### config.mk
export PLATFORM = sky130hd
export DESIGN_NAME = population_pattern_gen_flat
export DESIGN_NICKNAME = d
export VERILOG_FILES = /design/src/rtl/population_pattern_gen_if.sv /design/src/rtl/population_pattern_gen.sv /design/src/flat_wrapper.sv
export SDC_FILE = /design/constraint.sdc
export NUM_CORES = 1
export LEC_CHECK = 0
export BUFFER_PORTS_ARGS = -buffer_cell sky130_fd_sc_hd__clkbuf_2
export CAP_MARGIN = 40
export CORE_MARGIN = 2
export CORE_UTILIZATION = 35
export DETAILED_ROUTE_END_ITERATION = 8
export SKIP_LAST_GASP = 1
export SLEW_MARGIN = 30
export SYNTH_ARGS = -nofsm -noshare
export SYNTH_HDL_FRONTEND = slang
export SYNTH_SLANG_ARGS = --single-unit
### constraint.sdc
create_clock -name clk -period 7.1 [get_ports clk]
set_clock_uncertainty 0.15 [all_clocks]
set_input_delay 1.065 -clock clk [delete_from_list [all_inputs] [get_ports clk]]
set_output_delay 1.065 -clock clk [all_outputs]
set_load 0.05 [all_outputs]
### src/rtl/population_pattern_gen_if.sv
// Command and stream bundle for population_pattern_gen: start/k/abort in, word stream and status out.
interface population_pattern_gen_if #(
  parameter int W  = 32,
  parameter int CW = $clog2(W + 1)
);
  logic          start;
  logic [CW-1:0] k;
  logic          abort;
  logic          out_ready;
  logic          out_valid;
  logic [W-1:0]  word;
  logic          last;
  logic          busy;
  logic          done;
  logic          err;

  modport master (
    input  start, k, abort, out_ready,
    output out_valid, word, last, busy, done, err
  );

  modport slave (
    output start, k, abort, out_ready,
    input  out_valid, word, last, busy, done, err
  );
endinterface

### src/rtl/population_pattern_gen.sv
// Streams every W-bit word with exactly k ones, ascending, one per accepted handshake.
// Optional POP_GEN_SELFCHECK_EN adds a sticky chk_err output (popcount and hold-stability monitor).
module population_pattern_gen #(
  parameter int W  = 32,
  parameter int CW = $clog2(W + 1)
) (
  input  logic clk,
  input  logic rst,
  population_pattern_gen_if.master bus
`ifdef POP_GEN_SELFCHECK_EN
  ,
  output logic chk_err
`endif
);

  localparam logic [CW-1:0] KMAX = CW'(W);

  typedef enum logic [1:0] {IDLE, EMIT, DONE} state_t;

  state_t        state_q;
  logic [W-1:0]  word_q;
  logic [CW-1:0] k_q;
  logic          valid_q;
  logic          last_q;
  logic          busy_q;
  logic          done_q;
  logic          err_q;
  logic [W-1:0]  word_d;
  logic          last_d;

  function automatic logic [W-1:0] low_mask(input logic [CW-1:0] n);
    return (W'(1) << n) - W'(1);
  endfunction

  function automatic logic [W-1:0] top_mask(input logic [CW-1:0] n);
    return low_mask(n) << (KMAX - n);
  endfunction

  function automatic logic [CW-1:0] ctz(input logic [W-1:0] x);
    ctz = '0;
    for (int i = W - 1; i >= 0; i--) begin
      if (x[i]) ctz = CW'(i);
    end
  endfunction

  // Gosper step; c is a power of two so the divide becomes a shift by ctz(c).
  function automatic logic [W-1:0] next_pattern(input logic [W-1:0] x);
    logic [W-1:0] c;
    logic [W-1:0] r;
    c = x & (~x + W'(1));
    r = x + c;
    return r | (((r ^ x) >> 2) >> ctz(c));
  endfunction

  always_comb begin
    word_d = next_pattern(word_q);
    last_d = (word_d == top_mask(k_q));
  end

  always_ff @(posedge clk or posedge rst) begin
    if (rst) begin
      state_q <= IDLE;
      word_q  <= '0;
      k_q     <= '0;
      valid_q <= 1'b0;
      last_q  <= 1'b0;
      busy_q  <= 1'b0;
      done_q  <= 1'b0;
      err_q   <= 1'b0;
    end else begin
      done_q <= 1'b0;
      err_q  <= 1'b0;
      case (state_q)
        IDLE: begin
          if (bus.start) begin
            if (bus.k > KMAX) begin
              err_q <= 1'b1;
            end else begin
              k_q     <= bus.k;
              word_q  <= low_mask(bus.k);
              last_q  <= (bus.k == '0) || (bus.k == KMAX);
              valid_q <= 1'b1;
              busy_q  <= 1'b1;
              state_q <= EMIT;
            end
          end
        end
        EMIT: begin
          // abort wins over a simultaneous accept: that word is dropped
          if (bus.abort) begin
            valid_q <= 1'b0;
            last_q  <= 1'b0;
            busy_q  <= 1'b0;
            state_q <= IDLE;
          end else if (bus.out_ready) begin
            if (last_q) begin
              valid_q <= 1'b0;
              last_q  <= 1'b0;
              done_q  <= 1'b1;
              state_q <= DONE;
            end else begin
              word_q <= word_d;
              last_q <= last_d;
            end
          end
        end
        DONE: begin
          busy_q  <= 1'b0;
          state_q <= IDLE;
        end
        default: state_q <= IDLE;
      endcase
    end
  end

  assign bus.out_valid = valid_q;
  assign bus.word      = word_q;
  assign bus.last      = last_q;
  assign bus.busy      = busy_q;
  assign bus.done      = done_q;
  assign bus.err       = err_q;

`ifdef POP_GEN_SELFCHECK_EN
  logic         chk_err_q;
  logic         stall_q;
  logic [W-1:0] word_prev_q;

  function automatic logic [CW-1:0] popcnt(input logic [W-1:0] x);
    popcnt = '0;
    for (int i = 0; i < W; i++) popcnt = popcnt + CW'(x[i]);
  endfunction

  always_ff @(posedge clk or posedge rst) begin
    if (rst) begin
      chk_err_q   <= 1'b0;
      stall_q     <= 1'b0;
      word_prev_q <= '0;
    end else begin
      stall_q     <= valid_q & ~bus.out_ready;
      word_prev_q <= word_q;
      if ((valid_q && (popcnt(word_q) != k_q)) || (stall_q && (word_q != word_prev_q)))
        chk_err_q <= 1'b1;
    end
  end

  assign chk_err = chk_err_q;
`endif

endmodule

### src/flat_wrapper.sv
// flat-port wrapper written by rule: the top's interface ports become plain ports
module population_pattern_gen_flat 
#(
  parameter int W  = 32,
  parameter int CW = $clog2(W + 1)
)
  (clk, rst, bus_start, bus_k, bus_abort, bus_out_ready, bus_out_valid, bus_word, bus_last, bus_busy, bus_done, bus_err);
  population_pattern_gen_if #(.W(W), .CW(CW)) bus_i ();
  input  logic clk;
  input  logic rst;
  input wire logic [$bits(bus_i.start)-1:0] bus_start;
  input wire logic [$bits(bus_i.k)-1:0] bus_k;
  input wire logic [$bits(bus_i.abort)-1:0] bus_abort;
  input wire logic [$bits(bus_i.out_ready)-1:0] bus_out_ready;
  output wire logic [$bits(bus_i.out_valid)-1:0] bus_out_valid;
  output wire logic [$bits(bus_i.word)-1:0] bus_word;
  output wire logic [$bits(bus_i.last)-1:0] bus_last;
  output wire logic [$bits(bus_i.busy)-1:0] bus_busy;
  output wire logic [$bits(bus_i.done)-1:0] bus_done;
  output wire logic [$bits(bus_i.err)-1:0] bus_err;
  assign bus_i.start = bus_start;
  assign bus_i.k = bus_k;
  assign bus_i.abort = bus_abort;
  assign bus_i.out_ready = bus_out_ready;
  assign bus_out_valid = bus_i.out_valid;
  assign bus_word = bus_i.word;
  assign bus_last = bus_i.last;
  assign bus_busy = bus_i.busy;
  assign bus_done = bus_i.done;
  assign bus_err = bus_i.err;
  population_pattern_gen #(.W(W), .CW(CW)) u_core (.clk(clk), .rst(rst), .bus(bus_i));
endmodule
=== Word-level counts from Yosys, hierarchy flattened ===
Cells that the tools add are included.

* Flip-flop bits (word level): 45
* Bits of input ports: 11
* Output and inout bits: 37
* Word-level logic and storage cells: 111

* Add/subtract/negate cells: 5
* Magnitude comparators: 1
* Equality and inequality tests: 12
* Shift-type cells: 4
* Muxes and demuxes: 65
* Bitwise gates (word level): 5
* Reduce and logical (&&, ||, !) cells: 11

{| class="wikitable"
|+ Operator list
! operator !! number
|-
| $mux 6 || 31
|-
| $mux 32 || 5
|-
| $pmux 32 s2 || 1
|-
| $shl 1x6->32 const A || 2
|-
| $sub 32x2->32 const B || 2
|-
| $add 32x1->32 const B || 1
|-
| $add 32x32->32 || 1
|-
| $and 32x32->32 || 1
|-
| $eq 32x32->1 || 1
|-
| $not 32->32 || 1
|-
| $or 32x32->32 || 1
|-
| $shl 32x6->32 || 1
|-
| $shr 30x6->32 || 1
|-
| $xor 32x32->32 || 1
|-
| $mux 1 || 18
|-
| $ne 2x2->1 const B || 6
|-
| $reduce_and 4->1 || 3
|-
| $mux 2 || 5
|-
| $eq 6x6->1 const B || 1
|-
| $gt 6x6->1 const B || 1
|-
| $logic_not 6->1 || 1
|-
| $reduce_and 6->1 || 1
|-
| $sub 6x6->6 const A || 1
|-
| $mux 5 || 1
|-
| 14 further kinds || 15
|}

=== Longest topological paths before layout ===
Gate-level depths: netlist of the first run.

* Depth after elaboration: 42
* Gate-level depth with buffers: 25
* Depth with buffers taken out: 20

=== Least setup slack after synthesis of the first run ===
OpenSTA, ideal clock, no wires.

* Path kind: register -> register
* From: reg u_core.k_q[0]
* To: reg u_core.last_q (netlist: u_core.bus.last)
* Setup time: 76 ps
* Arrival: 5,538 ps
* Data required time: 6,874 ps
* Slack: 1,336 ps
* Stages on the path, launching flop included: 23
* Path buffers: 4
* Period minus slack after synthesis: 5,764 ps
* Path through: dfrtp_1 inv_1 clkbuf_1 buf_1 ha_1 ha_1 or4b_2 clkbuf_1 ha_1 clkbuf_1 nor4b_1 o21ai_0 a32oi_1 a21oi_1 a32o_1 mux2_2 o311ai_0 xor2_1 nand3_1 nor4_1 o211ai_1 or4_1 o21ai_1

* Word-level cells in the longest chain between the ends: 8
* Elaborated cells between the ends (all ways): 9
* Those cells by class: add/sub: 2; eq/ne: 1; shift: 2; mux: 4

{| class="wikitable"
|+ RTL lines
! what !! RTL line !! text
|-
| start: declaration || population_pattern_gen.sv:22 || <nowiki>logic [CW-1:0] k_q;</nowiki>
|-
| start signal: assignment || population_pattern_gen.sv:79 || <nowiki>k_q <= bus.k;</nowiki>
|-
| $shl 1x6->32 || population_pattern_gen.sv:32 || <nowiki>return (W'(1) << n) - W'(1);</nowiki>
|-
| $sub 32x2->32 || population_pattern_gen.sv:32 ||
|-
| $shl 32x6->32 * || population_pattern_gen.sv:36 || <nowiki>return low_mask(n) << (KMAX - n);</nowiki>
|-
| $eq 32x32->1 * || population_pattern_gen.sv:57 || <nowiki>last_d = (word_d == top_mask(k_q));</nowiki>
|-
| $mux 1 * || population_pattern_gen.sv:96 || <nowiki>if (last_q) begin</nowiki>
|-
| $mux 1 * || population_pattern_gen.sv:95 || <nowiki>end else if (bus.out_ready) begin</nowiki>
|-
| $mux 1 * || population_pattern_gen.sv:90 || <nowiki>if (bus.abort) begin</nowiki>
|-
| $pmux 1 s2 * || population_pattern_gen.sv:73 || <nowiki>case (state_q)</nowiki>
|-
| end signal: assignment || population_pattern_gen.sv:81 || <nowiki>last_q <= (bus.k == '0) || (bus.k == KMAX);</nowiki>
|-
| end signal: assignment || population_pattern_gen.sv:103 || <nowiki>last_q <= last_d;</nowiki>
|-
| end: declaration || population_pattern_gen.sv:24 || <nowiki>logic last_q;</nowiki>
|}

Every way passes the cells marked *; elsewhere a longest branch is shown, timed or not. The select of a mux whose other input is x is not followed.
A chain may end at the register's enable or synchronous reset.

=== Final worst setup path of the first run ===
* From: reg u_core.word_q[12] (netlist: u_core.bus.word[12])
* To: reg u_core.last_q (netlist: u_core.bus.last)

* Word-level cells in the longest chain between the ends: 42
* Elaborated cells between the ends (all ways): 44
* Those cells by class: add/sub: 2; eq/ne: 1; shift: 1; mux: 36; bitwise: 4

{| class="wikitable"
|+ RTL lines
! what !! RTL line !! text
|-
| start: declaration || population_pattern_gen.sv:21 || <nowiki>logic [W-1:0] word_q;</nowiki>
|-
| start signal: assignment || population_pattern_gen.sv:80 || <nowiki>word_q <= low_mask(bus.k);</nowiki>
|-
| start signal: assignment || population_pattern_gen.sv:102 || <nowiki>word_q <= word_d;</nowiki>
|-
| $not 32->32 || population_pattern_gen.sv:50 || <nowiki>c = x & (~x + W'(1));</nowiki>
|-
| $add 32x1->32 || population_pattern_gen.sv:50 ||
|-
| $and 32x32->32 || population_pattern_gen.sv:50 ||
|-
| $mux 5 || population_pattern_gen.sv:42 || <nowiki>if (x[i]) ctz = CW'(i);</nowiki>
|-
| $mux 6 (31 in series) || population_pattern_gen.sv:42 ||
|-
| $shr 30x6->32 || population_pattern_gen.sv:52 || <nowiki>return r | (((r ^ x) >> 2) >> ctz(c));</nowiki>
|-
| $or 32x32->32 * || population_pattern_gen.sv:52 ||
|-
| $eq 32x32->1 * || population_pattern_gen.sv:57 ||
|-
| $mux 1 * || population_pattern_gen.sv:96 ||
|-
| $mux 1 * || population_pattern_gen.sv:95 ||
|-
| $mux 1 * || population_pattern_gen.sv:90 ||
|-
| $pmux 1 s2 * || population_pattern_gen.sv:73 ||
|}

Marks and branches as above.

==> results of run 1 <==
[cells by family after synthesis]
kind of cell / count (synthesis)
XOR/XNOR: 43
AO/OA/AOI/OAI: 635
buffers and inverters: 188
multiplexers: 70
flip-flops: 45
AND/OR/NAND/NOR: 662
adder cells (fa/ha/maj): 11
[area by class of cell]
| type | count | area share (%) |
|---|---|---|
| clock buffers | 5 | 1.07 |
| flip-flops and latches | 45 | 9.66 |
| diodes | 1 | 0.0214 |
| inverters | 36 | 1.18 |
| repair buffers | 110 | 6.18 |
| clock inverters | 3 | 0.214 |
| well taps | 396 | 4.25 |
| multi-input cells | 1421 | 77.4 |
[stage by stage]
stage	utilization [%]	cells	hold WS, ns	instance area, µm²
after floorplan	-	1654	0.380	10900
after global placement	37.2	1993	0.353	11400
after detailed placement	37.5	2002	0.351	11500
after CTS	38.0	2010	0.373	11600
after global routing	38.1	2016	0.424	11700
final	38.2	2017	0.374	11700
[worst min-delay path: stages, from the launching register on]
cell	delay, ns
dfrtp_1	0.36
o21ai_0	0.08
o31ai_1	0.06
[synth_stat cells (25+ instances only)]
cell type,count,area [µm²]
inv_1,34,128
mux2_2,25,282
or3_1,27,169
nor2_1,160,601
nand3_1,55,275
a21o_1,32,240
o211ai_1,32,240
a21oi_1,109,546
a211oi_1,51,383
nand2_1,202,758
clkbuf_1,114,428
mux2i_1,43,430
nor3_1,44,220
o21ai_0,130,651
dfrtp_1,45,1130
[flip-flops by register name, indices dropped and copies added, names as in the netlist]
register and count:
u_core.state_q 2, u_core.bus.out_valid 1, u_core.bus.last 1, u_core.k_q 6, u_core.bus.done 1, u_core.bus.word 32, u_core.bus.err 1, u_core.bus.busy 1
[routing by layer]
metal / vias to the layer above / share of wire [%]
met3: 97 / 13
met2: 896 / 41
li1: 6231 / -
met4: 0 / 2.1
met1: 6641 / 44
met5: - / 0
[how the worst min path moves through the flow]
stage,slack (ns),cells after the start,to
after floorplan,0.38,2,u_core.state_q[0]
after global placement,0.35,2,u_core.bus.busy
after detailed placement,0.35,2,u_core.bus.busy
after CTS,0.37,2,u_core.bus.busy
after global routing,0.42,2,u_core.bus.out_valid
final,0.37,2,u_core.bus.busy
==> flow_metrics.tcl, run 1 <==
set metrics [dict create \
    r2r-end "u_core.bus.last" \
    vias_per_cell 6.87 \
    crit_path_top_delay_cell "o311ai_0" \
    synth_edf_count 0 \
    antenna_found_initial 2 \
    grt_pass1_wl_um 77200 \
    crit_arrival_ns 6.37 \
    final_common_cell "nand2_1" \
    finalCritPeriodShare_pct 88.1 \
    fin_ws_ns 0.847 \
    gr-usage-met1_pct 44.7 \
    status "finished clean" \
    drv_slew 0 \
    fin_setup_tns_ns 0 \
    start_util_pct 35.6 \
    synth_xor_area_share_pct 3.46 \
    final_nets 1641 \
    synth_top_family_by_area "compound AO/OA/AOI/OAI gates" \
    postSynthAreaPerCell_um2 6.58 \
    crit_buf_inv 1 \
    cts_root_buf "clkbuf_16" \
    firstDrtPassIters 7 \
    fp.dieArea_mm2 0.0325 \
    dp_slack_ns 1.07 \
    cts.sinks 45 \
    yosysWarnings 0 \
    hp-class "reg2reg" \
    cts_tree "done" \
    synth_cells 1654 \
    worst_r2r_startpoint "u_core.bus.word[12]" \
    num_vias 13865 \
    crit_path_start_kind "flip-flop" \
    crit_path_start "u_core.bus.word[12]" \
    die_h_um 180 \
    ys_seq_elements 45 \
    drc 0 \
    slew_headroom_pct 39.3 \
    max_freq_mhz 160 \
    numPortBuffers 47 \
    grt_pass1_vias 12324 \
    pin_count 48 \
    critPathTopFamily "compound AO/OA/AOI/OAI gates" \
    seq_area_mm2 0.00113 \
    netlist_area_mm2 0.0109 \
    crit_type "reg2reg" \
    synth_ff_type "dfrtp_1" \
    rsz0062_at_grt "false" \
    core_mm2 0.0306 \
    required_ns 7.22 \
    multi_input_area_mm2 0.00904 \
    drtIter0Drc 2295 \
    synthMuxAreaShare_pct 6.88 \
    max-cap-violations 0 \
    synthAdderAreaFrac_pct 1.26 \
    grt_max_degree 57 \
    critical_path.max_stage_delay_ns 0.77 \
    finalHoldViolCount 0 \
    busiest_layer "met1" \
    die_w_um 180 \
    synthToLayoutAreaGrowth_pct 7.19 \
    post-route-min-period_ns 6.25 \
    fill_cells 3343 \
    hpwl_um 39700 \
    drive_above_1_share_pct 12.8 \
    post_cts_resized 0 \
    crit_chain "nor3_1 > nand4_1 > buf_4 > nor4_4 > nand2_1 > a221oi_1 > o21ai_0 > o211ai_1 > o211ai_1 > a21oi_1 > nor2_1 > o311ai_0 > o2111a_1 > nand4_1 > or4_1 > o21ai_1" \
    clkSlewWorstSetupHoldPaths_ns 0.10 \
    place_congestion 1.03 \
    mostFrequentLayoutCells "201 x nand2_1, 160 x nor2_1, 130 x o21ai_0" \
    grt-ovfl-total 0 \
    synth_compound_area_share_pct 40.9 \
    cp_num_cells 16 \
    cts_setup_buffers 0 \
    cts_buffers 5 \
    finalSetupViolCount 0 \
    async_flop_share_pct 100 \
    track_usage_pct 30.0 \
    grtUsageMet3_pct 7.66 \
    rows 64 \
    r2r_setup_slack_ns 0.85 \
    endpoint_kind "flip-flop" \
    ctsHoldBuffers 0 \
    worst_pin_slew_ns 0.907 \
    htreeDepth 2 \
    wl_um 50600 \
    netlist-cell-type-count 103 \
    worstHoldStart "u_core.bus.busy" \
    worstSetupEndpoint "u_core.bus.last" \
    clock_latency_ns 0.34 \
    critPathMaxFanout 21 \
    synthSimpleGateAreaFrac_pct 30.0 \
    reg2regPathDepth 16 \
    drtAntennaViolNets 0 \
    grt_util_met2_pct 42.9 \
    syn_nets 1676 \
    ys_seq_area_share_pct 10.3 \
    cts_buffer_depth 2 \
    wire_per_inst_um 25.1 \
]
Power of run 1 is not shown: default switching activity piles up to over one toggle a cycle in this logic, so the estimate is an artifact.
==> inputs of run 2 (changes only) <==
--- a/config.mk
+++ b/config.mk
@@ -8,7 +8,7 @@
 export BUFFER_PORTS_ARGS = -buffer_cell sky130_fd_sc_hd__clkbuf_2
 export CAP_MARGIN = 40
 export CORE_MARGIN = 2
-export CORE_UTILIZATION = 35
+export CORE_UTILIZATION = 45
 export DETAILED_ROUTE_END_ITERATION = 8
 export SKIP_LAST_GASP = 1
 export SLEW_MARGIN = 30
==> flow_metrics.tcl, run 2 (synthesized netlist as in run 1, its figures left out) <==
set metrics [dict create \
    largest_reg_flops 32 \
    antenna_found_initial 0 \
    drtAntennaViolNets 0 \
    ctsHoldBuffers 0 \
    drive_above_1_share_pct 12.9 \
    finalHoldViolCount 0 \
    status "finished clean" \
    crit_path_start "u_core.bus.word[0]" \
    max_freq_mhz 156 \
    wire_per_inst_um 26.9 \
    fin_area_mm2 0.0115 \
    clkSlewWorstSetupHoldPaths_ns 0.09 \
    rsz0062_at_grt "false" \
    mostFrequentLayoutCells "201 x nand2_1, 160 x nor2_1, 130 x o21ai_0" \
    place_congestion 1.04 \
    drtIter0Drc 1857 \
    slew_headroom_pct 40.4 \
    hp-class "reg2reg" \
    cts_buffers 5 \
    worstSetupEndpoint "u_core.bus.last" \
    die_h_um 160 \
    crit_path_start_kind "flip-flop" \
    grt_pass1_wl_um 78500 \
    post_cts_resized 0 \
    critPathMaxFanout 22 \
    worst_r2r_startpoint "u_core.bus.word[0]" \
    finalSetupViolCount 0 \
    multi_input_area_mm2 0.00904 \
    fin_setup_tns_ns 0 \
    cts_tree "done" \
    max-cap-violations 0 \
    track_usage_pct 39.3 \
    grt_pass1_vias 12383 \
    endpoint_kind "flip-flop" \
    finalCritPeriodShare_pct 90.5 \
    final_nets 1639 \
    crit_arrival_ns 6.52 \
    core_mm2 0.0236 \
    htreeDepth 2 \
    postPlaceCellArea_mm2 0.0114 \
    fill_cells 2524 \
    start_util_pct 46.1 \
    cts_buffer_depth 2 \
    fp.dieArea_mm2 0.0255 \
    grt-ovfl-total 0 \
    vias_per_cell 7.13 \
    post-route-min-period_ns 6.43 \
    clock_latency_ns 0.32 \
    num_vias 13816 \
    numPortBuffers 47 \
    seq_area_mm2 0.00113 \
    drc 0 \
    cts_setup_buffers 0 \
    wl_um 52100 \
    grt_max_degree 65 \
    rows 56 \
    final_common_cell "nand2_1" \
    firstDrtPassIters 6 \
    die_w_um 160 \
    crit_type "reg2reg" \
    drv_slew 0 \
    pin_count 48 \
    r2r_setup_slack_ns 0.67 \
    cts_root_buf "clkbuf_16" \
    worst_pin_slew_ns 0.871 \
    hpwl_um 40500 \
    r2r-end "u_core.bus.last" \
    synthToLayoutAreaGrowth_pct 5.98 \
    reg2regPathDepth 17 \
    cts.sinks 45 \
    required_ns 7.19 \
]
run 2: changes by cell type in the layout (fill, tap and decap cells not counted), sizes merged:
| cell | previous run | this run |
|---|---|---|
| clkdlybuf4s25 | 2 | 0 |
| buf | 59 | 60 |
| clkdlybuf4s18 | 1 | 0 |
run 2: worst min-delay path by stage:
stage                                     from  cells past startpoint                   end  slack, ns
after floorplan              u_core.state_q[0]                      2     u_core.state_q[0]       0.38
after global placement    u_core.bus.out_valid                      2  u_core.bus.out_valid       0.35
after detailed placement  u_core.bus.out_valid                      2  u_core.bus.out_valid       0.38
after CTS                 u_core.bus.out_valid                      2  u_core.bus.out_valid       0.39
after global routing           u_core.bus.busy                      2       u_core.bus.busy       0.44
final                     u_core.bus.out_valid                      2  u_core.bus.out_valid       0.40
run 2: critical path, stage by stage, from the launching register on:
cell      delay (ns)
dfrtp_1         0.54
nor4_2          0.73
nand4_1         0.23
buf_4           0.29
or2_1           0.42
o21a_1          0.35
a21oi_2         0.52
buf_4           0.37
and3_1          0.21
o21ai_1         0.08
a21boi_2        0.23
a21oi_1         0.43
o221ai_1        0.35
xnor2_1         0.23
nor4_1          0.39
o211ai_1        0.14
or4_1           0.52
o21ai_1         0.14
run 2: cell type report:
cell class              count  area share [%]
multi-input cells        1421            78.4
inverters                  36            1.19
clock inverters             3           0.217
repair buffers            108            5.88
clock buffers               5            1.08
diodes                      1          0.0217
well taps                 319            3.46
flip-flops and latches     45            9.77
run 2: layer usage:
| layer | GRT usage (%) | share of wire, % | up-vias |
|---|---|---|---|
| li1 | - | - | 6222 |
| met1 | 52.9 | 41 | 6556 |
| met2 | 60.7 | 44 | 863 |
| met3 | 7.63 | 9.9 | 175 |
| met4 | 17.6 | 5.4 | 0 |
| met5 | 0 | 0 | - |
run 2: per-stage QoR:
stage,setup slack [ns],std cells,hold WS (ns),util (%)
final,0.672,1938,0.400,48.9
after global placement,0.797,1919,0.354,47.9
after detailed placement,0.920,1926,0.377,48.1
after global routing,0.438,1937,0.438,48.9
after CTS,0.890,1934,0.394,48.7
after floorplan,1.34,1654,0.380,-
Power of run 2 is left out for the same reason.
==> inputs of run 3 (changes only) <==
--- a/config.mk
+++ b/config.mk
@@ -5,11 +5,13 @@
 export SDC_FILE = /design/constraint.sdc
 export NUM_CORES = 1
 export LEC_CHECK = 0
+export ABC_AREA = 1
 export BUFFER_PORTS_ARGS = -buffer_cell sky130_fd_sc_hd__clkbuf_2
 export CAP_MARGIN = 40
 export CORE_MARGIN = 2
 export CORE_UTILIZATION = 45
 export DETAILED_ROUTE_END_ITERATION = 8
+export SKIP_CTS_REPAIR_TIMING = 1
 export SKIP_LAST_GASP = 1
 export SLEW_MARGIN = 30
 export SYNTH_ARGS = -nofsm -noshare
==> flow_metrics.tcl, run 3 <==
set metrics [dict create \
    clock_latency_ns 0.31 \
    finalSetupViolCount 0 \
    crit_chain "nor2_1 > nand3_1 > nor2_1 > nand3_2 > nor2_1 > inv_1 > nor2_1 > inv_1 > nand2_1 > nor4_1 > nand2_1 > nor3_1 > nand2_1 > nand2_2 > buf_4 > inv_2 > nand3_1 > and2_1 > nand2_1 > nand3_1 > a31oi_1 > nand2_1 > o21ai_0 > o21ai_0" \
    postSynthAreaPerCell_um2 5.07 \
    drv_slew 0 \
    rows 56 \
    firstDrtPassIters 6 \
    status "finished clean" \
    largest_reg_flops 32 \
    wire_per_inst_um 18.8 \
    netlist_area_mm2 0.0109 \
    synth_top_area_share_pct 22.3 \
    grt-ovfl-total 0 \
    mostFrequentLayoutCells "646 x nand2_1, 302 x nor2_1, 253 x inv_1" \
    cts_buffer_depth 2 \
    ys_seq_elements 45 \
    final_nets 2164 \
    grt_pass1_wl_um 72900 \
    fin_setup_tns_ns 0 \
    async_flop_share_pct 100 \
    track_usage_pct 35.9 \
    hp-class "reg2reg" \
    die_h_um 159 \
    cts_buffers 5 \
    crit_path_top_delay_cell "dfrtp_1" \
    vias_per_cell 5.79 \
    drtAntennaViolNets 0 \
    ys_seq_area_share_pct 10.4 \
    place_congestion 1.07 \
    start_util_pct 46.1 \
    synth_common_cells "646 x nand2_1, 303 x nor2_1, 255 x inv_1" \
    grt_pass1_vias 13371 \
    syn_nets 2168 \
    synth_cells 2146 \
    finalCritPeriodShare_pct 76.3 \
    hpwl_um 38300 \
    rsz0062_at_grt "false" \
    max_freq_mhz 185 \
    final_common_cell "nand2_1" \
    htreeDepth 2 \
    pin_count 48 \
    grt_max_degree 59 \
    die_w_um 159 \
    drc 0 \
    core_mm2 0.0236 \
    yosysWarnings 0 \
    synth_ff_type "dfrtp_1" \
    critPathMaxFanout 36 \
    crit_arrival_ns 5.43 \
    finalHoldViolCount 0 \
    numPortBuffers 47 \
    synthTopCellsByArea "nand2_1 22%, nor2_1 10%, dfrtp_1 10%" \
    max-cap-violations 0 \
    fill_cells 2754 \
    yosysMostFrequentCell "nand2_1" \
    synth_edf_count 0 \
    synthToLayoutAreaGrowth_pct 5.91 \
    cpMostUsedCell "nand2_1" \
    drtIter0Drc 1623 \
    wl_um 46400 \
    post-route-min-period_ns 5.42 \
    slew_headroom_pct 35.8 \
    post-synth-top-area-cell "nand2_1" \
    clkSlewWorstSetupHoldPaths_ns 0.07 \
    fp.dieArea_mm2 0.0254 \
    crit_type "reg2reg" \
    cts_tree "done" \
    critical_path.max_stage_delay_ns 0.54 \
    antenna_found_initial 1 \
    num_vias 14254 \
    cts.sinks 45 \
    netlist-cell-type-count 57 \
    crit_path_start_kind "flip-flop" \
    required_ns 7.12 \
    cts_root_buf "clkbuf_16" \
    endpoint_kind "flip-flop" \
    drive_above_1_share_pct 8.31 \
    worst_pin_slew_ns 0.951 \
]
[run 3: cell families (layout without fill, tap and decap cells)]
group / after synthesis / after routing / share of synthesized area (%)
AO/OA/AOI/OAI: 359 / 359 / 18.3
XOR/XNOR: 53 / 53 / 4.34
adder cells (fa/ha/maj): 11 / 11 / 1.27
buffers and inverters: 353 / 350 / 12.6
flip-flops: 45 / 45 / 10.4
multiplexers: 10 / 10 / 0.932
other: 0 / 1 / 0
AND/OR/NAND/NOR: 1315 / 1315 / 52.2
[run 3: routing by layer]
layer  wire length [µm]  vias up  global-route usage [%]
met3               4190      130                    6.07
met1              19300     6459                    46.6
li1                   -     6938                       -
met4               2300        0                    16.9
met2              20500      727                    57.9
met5                  0        -                       0
[run 3: cell type report]
class	instances	area, µm²	area share (%)
inverters	275	1040	9.00
clock buffers	5	125	1.09
diodes	1	2.50	0.0217
multi-input cells	1748	8380	72.8
repair buffers	67	427	3.70
clock inverters	3	21.3	0.185
well taps	319	399	3.47
flip-flops and latches	45	1130	9.78
[run 3: per-stage QoR]
| stage | instance area [µm²] | util, % | hold WS [ns] | std cells | setup WS [ns] |
|---|---|---|---|---|---|
| after detailed placement | 11300 | 47.9 | 0.332 | 2449 | 1.73 |
| after global routing | 11500 | 48.8 | 0.373 | 2462 | 1.39 |
| after floorplan | 10900 | - | 0.328 | 2146 | 2.58 |
| final | 11500 | 48.8 | 0.360 | 2463 | 1.68 |
| after CTS | 11500 | 48.5 | 0.362 | 2457 | 1.90 |
| after global placement | 11300 | 47.7 | 0.324 | 2446 | 1.74 |
[run 3: final timing paths]
path / from / to / slack (ns) / cells past startpoint
min: u_core.bus.busy / u_core.bus.busy / 0.36 / 2
min in group asynchronous: rst / u_core.state_q[1] / 0.68 / 2
min reg2reg: u_core.bus.busy / u_core.bus.busy / 0.36 / 2
max in group asynchronous: rst / u_core.bus.word[24] / 5.65 / 2
max: u_core.bus.word[21] / u_core.bus.word[6] / 1.68 / 24
max reg2reg: u_core.bus.word[21] / u_core.bus.word[6] / 1.68 / 24
[run 3: critical path: cells and delay by family (launching register included)]
| family | cells | cell delay (ns) |
|---|---|---|
| AOI/OAI and AO/OA | 3 | 0.92 |
| buffers and inverters | 4 | 0.92 |
| DFF | 1 | 0.54 |
| and+or+nand+nor | 17 | 2.72 |
Power of run 3 is left out for the same reason.
